$ cat src/rtl/multi_timer_bcd.sv
// multi_timer_bcd: multi-channel BCD stopwatch / countdown core advancing on an external tick enable.
// Optional feature macro: TIMER_LAP_EN (lap freeze state, lap registers and the LAP command).
module multi_timer_bcd #(
   parameter int CH_W      = 1,
   parameter int UPPER_MAX = 59,
   parameter int LOWER_MAX = 59
) (
   input  logic                 clk,
   input  logic                 rst,
   input  logic                 tick,
   input  logic                 cmd_valid,
   input  logic [2:0]           cmd_op,
   input  logic [CH_W-1:0]      cmd_ch,
   input  logic [15:0]          cmd_data,
   input  logic [CH_W-1:0]      disp_sel,
   output logic [15:0]          disp_bcd,
   output logic [2**CH_W-1:0]   running,
   output logic [2**CH_W-1:0]   done,
   output logic                 done_pulse,
   output logic                 cmd_err
);
   // state  | meaning
   // IDLE   | stopped, cnt held
   // RUN    | counting on tick
   // LAP    | counting on tick, display frozen on lap
   // DONE   | countdown reached 0000, ticks ignored

   localparam int CH = 2**CH_W;

   localparam logic [2:0] OP_START = 3'd1;
   localparam logic [2:0] OP_STOP  = 3'd3;
   localparam logic [2:0] OP_CLEAR = 3'd4;
   localparam logic [2:0] OP_LOAD  = 3'd5;
   localparam logic [2:0] OP_MUP   = 3'd6;
   localparam logic [2:0] OP_MDN   = 3'd7;
`ifdef TIMER_LAP_EN
   localparam logic [2:0] OP_LAP   = 3'd2;
`endif

   localparam logic [7:0] UMAX_BCD = {4'(UPPER_MAX / 10), 4'(UPPER_MAX % 10)};
   localparam logic [7:0] LMAX_BCD = {4'(LOWER_MAX / 10), 4'(LOWER_MAX % 10)};

   typedef enum logic [1:0] {S_IDLE, S_RUN, S_LAP, S_DONE} state_t;

   state_t        r_state [CH];
   logic [15:0]   r_cnt   [CH];
   logic [15:0]   r_init  [CH];
`ifdef TIMER_LAP_EN
   logic [15:0]   r_lap   [CH];
`endif
   logic [CH-1:0] r_dir;
   logic          r_cmd_err;
   logic          r_done_pulse;

   logic [15:0]   w_step  [CH];
   logic [CH-1:0] w_hit;
   logic [CH-1:0] w_active;
   logic [CH-1:0] w_done_entry;
   logic [15:0]   w_start_val;
   logic          w_err;

   function automatic logic [7:0] fld_inc(input logic [7:0] f, input logic [7:0] fmax);
      logic [7:0] r;
      if (f == fmax)            r = 8'h00;
      else if (f[3:0] == 4'd9)  r = {f[7:4] + 4'd1, 4'h0};
      else                      r = {f[7:4], f[3:0] + 4'd1};
      return r;
   endfunction

   function automatic logic [7:0] fld_dec(input logic [7:0] f, input logic [7:0] fmax);
      logic [7:0] r;
      if (f == 8'h00)           r = fmax;
      else if (f[3:0] == 4'd0)  r = {f[7:4] - 4'd1, 4'h9};
      else                      r = {f[7:4], f[3:0] - 4'd1};
      return r;
   endfunction

   // Lower field carries/borrows into the upper field only when it wraps.
   function automatic logic [15:0] cnt_step(input logic [15:0] v, input logic down);
      logic [7:0] lo;
      logic [7:0] hi;
      if (down) begin
         lo = fld_dec(v[7:0], LMAX_BCD);
         hi = (v[7:0] == 8'h00) ? fld_dec(v[15:8], UMAX_BCD) : v[15:8];
      end else begin
         lo = fld_inc(v[7:0], LMAX_BCD);
         hi = (v[7:0] == LMAX_BCD) ? fld_inc(v[15:8], UMAX_BCD) : v[15:8];
      end
      return {hi, lo};
   endfunction

   // With all digits valid, BCD ordering equals numeric ordering.
   function automatic logic bcd_ok(input logic [15:0] v);
      return (v[15:12] <= 4'd9) && (v[11:8] <= 4'd9) && (v[7:4] <= 4'd9) &&
             (v[3:0] <= 4'd9) && (v[15:8] <= UMAX_BCD) && (v[7:0] <= LMAX_BCD);
   endfunction

   always_comb begin
      for (int c = 0; c < CH; c++) begin
         w_hit[c]        = cmd_valid && (cmd_ch == CH_W'(c));
         w_active[c]     = (r_state[c] == S_RUN) || (r_state[c] == S_LAP);
         w_step[c]       = cnt_step(r_cnt[c], r_dir[c]);
         w_done_entry[c] = tick && !w_hit[c] && w_active[c] && r_dir[c] &&
                           (w_step[c] == 16'h0000);
      end
   end

   always_comb begin
      w_start_val = (r_state[cmd_ch] == S_DONE) ? r_init[cmd_ch] : r_cnt[cmd_ch];
      w_err       = 1'b0;
      if (cmd_valid) begin
         case (cmd_op)
            OP_START:       w_err = r_dir[cmd_ch] && (w_start_val == 16'h0000);
            OP_LOAD:        w_err = !((r_state[cmd_ch] == S_IDLE) || (r_state[cmd_ch] == S_DONE)) ||
                                    !bcd_ok(cmd_data);
            OP_MUP, OP_MDN: w_err = (r_state[cmd_ch] != S_IDLE);
            default:        w_err = 1'b0;
         endcase
      end
   end

   always_ff @(posedge clk or posedge rst) begin
      if (rst) begin
         for (int c = 0; c < CH; c++) begin
            r_state[c] <= S_IDLE;
            r_cnt[c]   <= 16'h0000;
            r_init[c]  <= 16'h0000;
`ifdef TIMER_LAP_EN
            r_lap[c]   <= 16'h0000;
`endif
         end
         r_dir        <= '0;
         r_cmd_err    <= 1'b0;
         r_done_pulse <= 1'b0;
      end else begin
         r_cmd_err    <= w_err;
         r_done_pulse <= |w_done_entry;
         for (int c = 0; c < CH; c++) begin
            if (w_hit[c]) begin
               // A command on this channel swallows a coincident tick.
               case (cmd_op)
                  OP_START: begin
                     if (!w_err && (r_state[c] != S_RUN)) begin
                        r_cnt[c]   <= w_start_val;
                        r_state[c] <= S_RUN;
                     end
                  end
`ifdef TIMER_LAP_EN
                  OP_LAP: begin
                     if (r_state[c] == S_RUN) begin
                        r_lap[c]   <= r_cnt[c];
                        r_state[c] <= S_LAP;
                     end
                  end
`endif
                  OP_STOP: begin
                     if (w_active[c]) r_state[c] <= S_IDLE;
                  end
                  OP_CLEAR: begin
                     r_state[c] <= S_IDLE;
                     r_cnt[c]   <= r_dir[c] ? r_init[c] : 16'h0000;
                  end
                  OP_LOAD: begin
                     if (!w_err) begin
                        r_init[c]  <= cmd_data;
                        r_cnt[c]   <= cmd_data;
                        r_state[c] <= S_IDLE;
                     end
                  end
                  OP_MUP: begin
                     if (!w_err) r_dir[c] <= 1'b0;
                  end
                  OP_MDN: begin
                     if (!w_err) r_dir[c] <= 1'b1;
                  end
                  default: ;
               endcase
            end else if (tick && w_active[c]) begin
               r_cnt[c] <= w_step[c];
               if (w_done_entry[c]) r_state[c] <= S_DONE;
            end
         end
      end
   end

   always_comb begin
      for (int c = 0; c < CH; c++) begin
         running[c] = w_active[c];
         done[c]    = (r_state[c] == S_DONE);
      end
   end

`ifdef TIMER_LAP_EN
   assign disp_bcd = (r_state[disp_sel] == S_LAP) ? r_lap[disp_sel] : r_cnt[disp_sel];
`else
   assign disp_bcd = r_cnt[disp_sel];
`endif

   assign cmd_err    = r_cmd_err;
   assign done_pulse = r_done_pulse;

endmodule

$ cat config.mk
export PLATFORM = sky130hd
export DESIGN_NAME = multi_timer_bcd
export DESIGN_NICKNAME = d
export VERILOG_FILES = /design/src/rtl/multi_timer_bcd.sv
export SDC_FILE = /design/constraint.sdc
export NUM_CORES = 1
export LEC_CHECK = 0
export BUFFER_PORTS_ARGS = -buffer_cell sky130_fd_sc_hd__buf_2
export CORE_MARGIN = 4
export CORE_UTILIZATION = 25
export CTS_BUF_LIST = sky130_fd_sc_hd__clkbuf_16
export DETAILED_ROUTE_END_ITERATION = 6
export PLACE_DENSITY = 0.48
export SLEW_MARGIN = 20
export SYNTH_ARGS = -nofsm -noshare
export SYNTH_HDL_FRONTEND = slang
export SYNTH_SLANG_ARGS = --single-unit
$ cat constraint.sdc
create_clock -name clk -period 3.8 [get_ports clk]
set_input_delay 0.19 -clock clk [delete_from_list [all_inputs] [get_ports clk]]
set_output_delay 0.19 -clock clk [all_outputs]
set_load 0.03 [all_outputs]
-- Word level (Yosys, flattened, before mapping)
Index checks and enable logic that the tools add are counted.
- add/subtract/negate cells: 16
- order comparisons: 9
- equality and inequality tests: 35
- multiplexer cells: 68
- bitwise logic cells: 4
- reduce and logical (&&, ||, !) cells: 57
- operators by type and width (operator ; number):
    $mux 16 ; 19
    $mux 8 ; 24
    $pmux 16 s3 ; 2
    $logic_not 16->1 ; 3
    $add 4x1->4 const B ; 8
    $eq 8x7->1 const B ; 4
    $logic_not 8->1 ; 4
    $sub 4x1->4 const B ; 8
    $mux 2 ; 14
    $logic_and 1x1->1 ; 20
    $ne 3x3->1 const B ; 6
    $eq 4x4->1 const B ; 4
    $le 4x4->1 const B ; 4
    $le 8x7->1 const B ; 2
    $logic_not 4->1 ; 4
    $pmux 2 s4 ; 2
    $reduce_and 4->1 ; 4
    $eq 3x3->1 const B ; 4
    $reduce_and 6->1 ; 2
    $reduce_bool 2->1 ; 6
    $eq 2x2->1 const B ; 5
    $ne 5x1->1 const B ; 2
    $ne 4x1->1 const B ; 2
    $reduce_and 3->1 ; 2
    16 further kinds ; 34
- register bits after elaboration: 72
- output and inout port bits: 22

-- Depth between registers and ports, before layout
- depth after elaboration: 15
- mapped depth: 18

-- Worst setup path after synthesis
Ideal clock, no wire load.
- kind: input port to flip-flop
- from: input cmd_ch
- to: register r_init[16] in the netlist's numbering
- library setup time: 0.128 ns
- data arrival time: 3.356 ns
- data required time: 3.672 ns
- setup slack: 0.317 ns
- stages on the path: 16
- buffers on the path: 6
- cell sequence: buf_6 -> clkbuf_1 -> nand2_1 -> o21a_1 -> inv_1 -> ha_1 -> buf_2 -> clkbuf_1 -> mux4_2 -> nor4_1 -> nand4_1 -> o21a_1 -> buf_6 -> nand4_1 -> buf_2 -> mux2_1
- longest elaborated chain between the ends: 12
- elaborated cells between the ends (all ways): 27
- ends and longest elaborated chain (what ; line ; RTL):
    start: declaration ; 13 ; input logic [CH_W-1:0] cmd_ch,
    $not 1->2 (implied by the code) ; 109, 114, 116 ;
    $mux 2 (implied by the code) (3 in a row) ; 109, 114, 116 ;
    $eq 2x2->1 or $logic_not 2->1 (tied branches) ; 109, 114 ;
    $mux 16 or $logic_or 1x1->1 (tied branches) ; 109, 114 ;
    $logic_not 16->1 or $logic_not 1->1 (tied branches) ; 113, 114 ;
    $logic_and 1x1->1 or $logic_or 1x1->1 (tied branches) ; 113, 114 ;
    $pmux 1 s3 ; 112 ; case (cmd_op)
    $mux 1 ; 111 ; if (cmd_valid) begin
    $not 1->1 (no source line) ; -- ;
    $reduce_and 3->1 (no source line) (*) ; -- ;
    end signal: indexed assignment ; 165 ; r_init[c] <= cmd_data;
    end: declaration ; 47 ; logic [15:0] r_init [CH];
Mark *: on every way between the ends. The rest lies on a longest branch, timed or not. The select of a mux whose other input is x is not followed.
A chain may end at the register's enable or synchronous reset.

-- Worst setup path after layout
- from: register r_state[3] in the netlist's numbering
- to: register r_cnt[10] in the netlist's numbering
- longest elaborated chain between the ends: 13
- elaborated cells between the ends (all ways): 22
- ends and longest elaborated chain (what ; line ; RTL):
    start: declaration ; 45 ; state_t r_state [CH];
    start signal: indexed assignment ; 125 ; r_state[c] <= S_IDLE;
    start signal: indexed assignment ; 145 ; r_state[c] <= S_RUN;
    start signal: indexed assignment ; 157 ; if (w_active[c]) r_state[c] <= S_IDLE;
    $mux 2 (implied by the code) (*) (3 in a row) ; 109, 114, 116 ;
    $eq 2x2->1 or $logic_not 2->1 (tied branches) ; 109, 114 ;
    $mux 16 or $logic_or 1x1->1 (tied branches) ; 109, 114 ;
    $logic_not 16->1 or $logic_not 1->1 (tied branches) ; 113, 114 ;
    $logic_and 1x1->1 or $logic_or 1x1->1 (tied branches) ; 113, 114 ;
    $pmux 1 s3 ; 112 ;
    $mux 1 ; 111 ;
    $logic_not 1->1 ; -- ;
    $logic_and 1x1->1 ; 143 ; if (!w_err && (r_state[c] != S_RUN)) begin
    $ne 3x3->1 (no source line) ; -- ;
    $reduce_and 4->1 (no source line) ; -- ;
    end signal: indexed assignment ; 144 ; r_cnt[c] <= w_start_val;
    end signal: indexed assignment ; 161 ; r_cnt[c] <= r_dir[c] ? r_init[c] : 16'h0000;
    end signal: indexed assignment ; 166 ; r_cnt[c] <= cmd_data;
    end: declaration ; 46 ; logic [15:0] r_cnt [CH];
Marks and branches as above.

==> impl_results.md <==
* Number of max-cap violations at 0
* Die area at 28500 sq um
* Max Clock Freq at 291 MHz
* Hold/Removal Path Class: in -> reg
* Crit end category: register
* Fin nets at 816
* Tcrit/Tclk final at 0.904
* Vias in the first global route at 5773
* Via density at 5.69
* Finished Layout Cells at 1096
* Fin crit period at 3.43 ns
* Post-synth EDFFs at 0
* Peak supply drop at 233 uV
* Warnings from Yosys at 0
* Slew @ Worst Pin at 0.823 ns
* Area contributors post-synth: dfrtp_1 28%, mux2_1 7.1%, mux4_2 5.9%
* Ys async rst share at 1.00
* Dominant cell type by area after synthesis: dfrtp_1
* Pin count of the biggest net entering global routing at 41
* Hold Path Depth at 2
* Critical path arrival at 3.65 ns
* Total gr overflow at 0
* Die Span X at 169 um
* Initial DRT Pass Iterations at 5
* Port Buf Inserts at 46
* Post-synth top flop: dfrtp_1
* Setup bufs post-CTS at 0
* PnR worst setup slack at 0.365 ns
* Initial Utilization at 0.255
* CTS max path bufs at 2
* PwrDens at 688 nW/um^2
* Final hold vios at 0
* Yosys cell types at 70
* Die Y at 169 um
* Cell Area, Synth at 6460 sq um
* Crit Path Class: reg -> reg
* Number of synthesized register bits at 72
* Relative slew margins at 0.449
* Remaining antenna violation count at 0
* Mean Syn Cell Area at 8.88 sq um
* Syn Inst Count at 728
* CTS H-tree lvls at 3
* TritonCTS clock tree: yes
* Num rows at 58
* Final Total Pwr at 5.10 mW
* Fillcell total at 2675
* CP startpoint kind: register
* Initial DRC Count at 707
* Gpl congestion at 0.891
* LEAKAGE at 3.05 nW
* Layout cells sized above 1 at 0.168
* Clk sinks at 72
* Final setup viols at 0
* Initial antenna violation count at 1
* Layout area overhead at 14.7%
* Routed Wire Length at 24100 um
* Dpl ws at -0.00898 ns
* First-pass GRT wire length at 36600 um
* FF-to-FF path depth at 12
* WL per Instance at 22.0 um
* Slew Viols, Final at 0
* Ports placed on the boundary at 47
* Hpwl dp at 18500 um
* Number of buffers created by CTS at 9
* Sequential fraction of the synthesis area at 0.279
* Placed cell count at 1079
* Status: completed
* Total track usage at 0.167
* Clock latency on the worst-skew pair at 0.34 ns
* Worst Skew at 0.00703 ns
* DR vias at 6235
* DRC viols at 0
* Core Footprint at 25300 sq um
* RSZ-0062 raised after global routing: no
* Worst Path Max Fanout at 16
* Setup TNS at 0 ns
* Util after Layout at 0.293
* Clock transition at path regs at 0.06 ns
* Worst EP required at 4.02 ns
* Post-synth top area share at 0.279
* Post-Syn Nets at 783
* Clock root cell: clkbuf_16
* Diode count at 0
==> area by class of cell <==
cell class                 instances  area [sq um]  area share
sequential                        72          1800       0.243
clock buffer                       9           225      0.0304
tap                              330           413      0.0557
clock inverter                     7          86.3      0.0116
multi-input combinational        564          4280       0.577
inverter                          36           136      0.0184
timing repair buffer              78           473      0.0638
==> worst paths after layout <==
path | start | to | slack (ns)
worst max-delay path | r_state[3]$_DFFE_PP0P_ | r_cnt[10]$_DFFE_PP0P_ | 0.37
worst min-delay path | cmd_data[12] | r_init[28]$_DFFE_PP0P_ | 0.12
worst max register to register | r_state[3]$_DFFE_PP0P_ | r_cnt[10]$_DFFE_PP0P_ | 0.37
worst min register to register | r_init[23]$_DFFE_PP0P_ | r_init[23]$_DFFE_PP0P_ | 0.52
max in group asynchronous | rst | r_cnt[4]$_DFFE_PP0P_ | 2.44
min in group asynchronous | rst | r_init[14]$_DFFE_PP0P_ | 0.44
==> where the power goes <==
group	switching, mW	leakage [nW]	internal, mW
Clock	0.333	0.153	0.568
Sequential	0.571	0.887	1.01
Combinational	1.57	2.01	1.06
Total	2.47	3.05	2.63
==> per-layer routing <==
layer  up-vias  wire (um)  track usage
li1       2869          -            -
met4         2        877       0.0670
met2       284      10500        0.243
met3        50       1780       0.0266
met5         -         11            0
met1      3030      11000        0.246
==> Yosys cell counts, drive strengths merged (7+ instances only) <==
cell type and number:
nor2 56, clkbuf 45, mux2 47, nand2 45, mux4 17, nor4 9
nor3b 10, mux2i 25, buf 11, a21oi 26, and3 8, o21ai 42
ha 30, a31oi 13, or3 9, nor3 31, nand2b 9, nand3b 9
nand4 16, dfrtp 72, o31ai 8, o21bai 7, nand3 17, inv 35
a221oi 37
==> cells by family after synthesis <==
kind of cell	share of synthesized area
AND/OR/NAND/NOR	0.222
AO/OA/AOI/OAI	0.199
XOR/XNOR	0.00136
multiplexers	0.180
adder cells (fa/ha/maj)	0.0581
flip-flops	0.279
buffers and inverters	0.0612
==> state kept, by name, summed over array words and instances, names as in the netlist <==
register    flops
r_state         4
r_dir           2
r_init         32
cmd_err         1
r_cnt          32
done_pulse      1
==> critical path: stages (launching register included) <==
cell and delay, ns:
dfrtp_1 0.34, inv_1 0.07, o21a_1 0.20, inv_1 0.09, ha_4 0.29, mux4_2 0.54
nor4_1 0.29, nand4_1 0.13, o21a_1 0.35, a211o_1 0.33, o21a_1 0.27, buf_4 0.27
mux2i_1 0.13
==> stage by stage <==
step | instance area [sq um] | hold WS, ns
finish | 7410 | 0.117
global route | 7410 | 0.134
CTS | 7400 | 0.108
detailed placement | 7080 | 0.285
global placement | 7080 | 0.277
floorplan | 6460 | 0.322
==> repair_timing <==
| item | 4_1_cts | 5_1_grt |
|---|---|---|
| hold buffers | 1 | 0 |
| gates resized for setup | 1 | 1 |
| hold endpoints to repair | 33 | 0 |
| endpoints found under the setup margin | 8 | 7 |
==> cells in the final DEF (no fill, tap or decap), types with 8 or more instances in the layout <==
master / n
dfrtp_1: 72
nor2_1: 56
buf_2: 46
nand2_1: 44
mux2_1: 41
a221oi_1: 37
o21ai_0: 35
nor3_1: 31
buf_4: 31
ha_1: 29
inv_1: 28
a21oi_1: 26
mux2i_1: 25
mux4_2: 17
nand3_1: 17
nand4_1: 16
a31oi_1: 13
or3_1: 9
nor4_1: 9
nand2b_1: 9
nand3b_1: 9
nor3b_1: 9
clkbuf_16: 9
and3_1: 8
o31ai_1: 8
(Power assumes the default switching activity.)
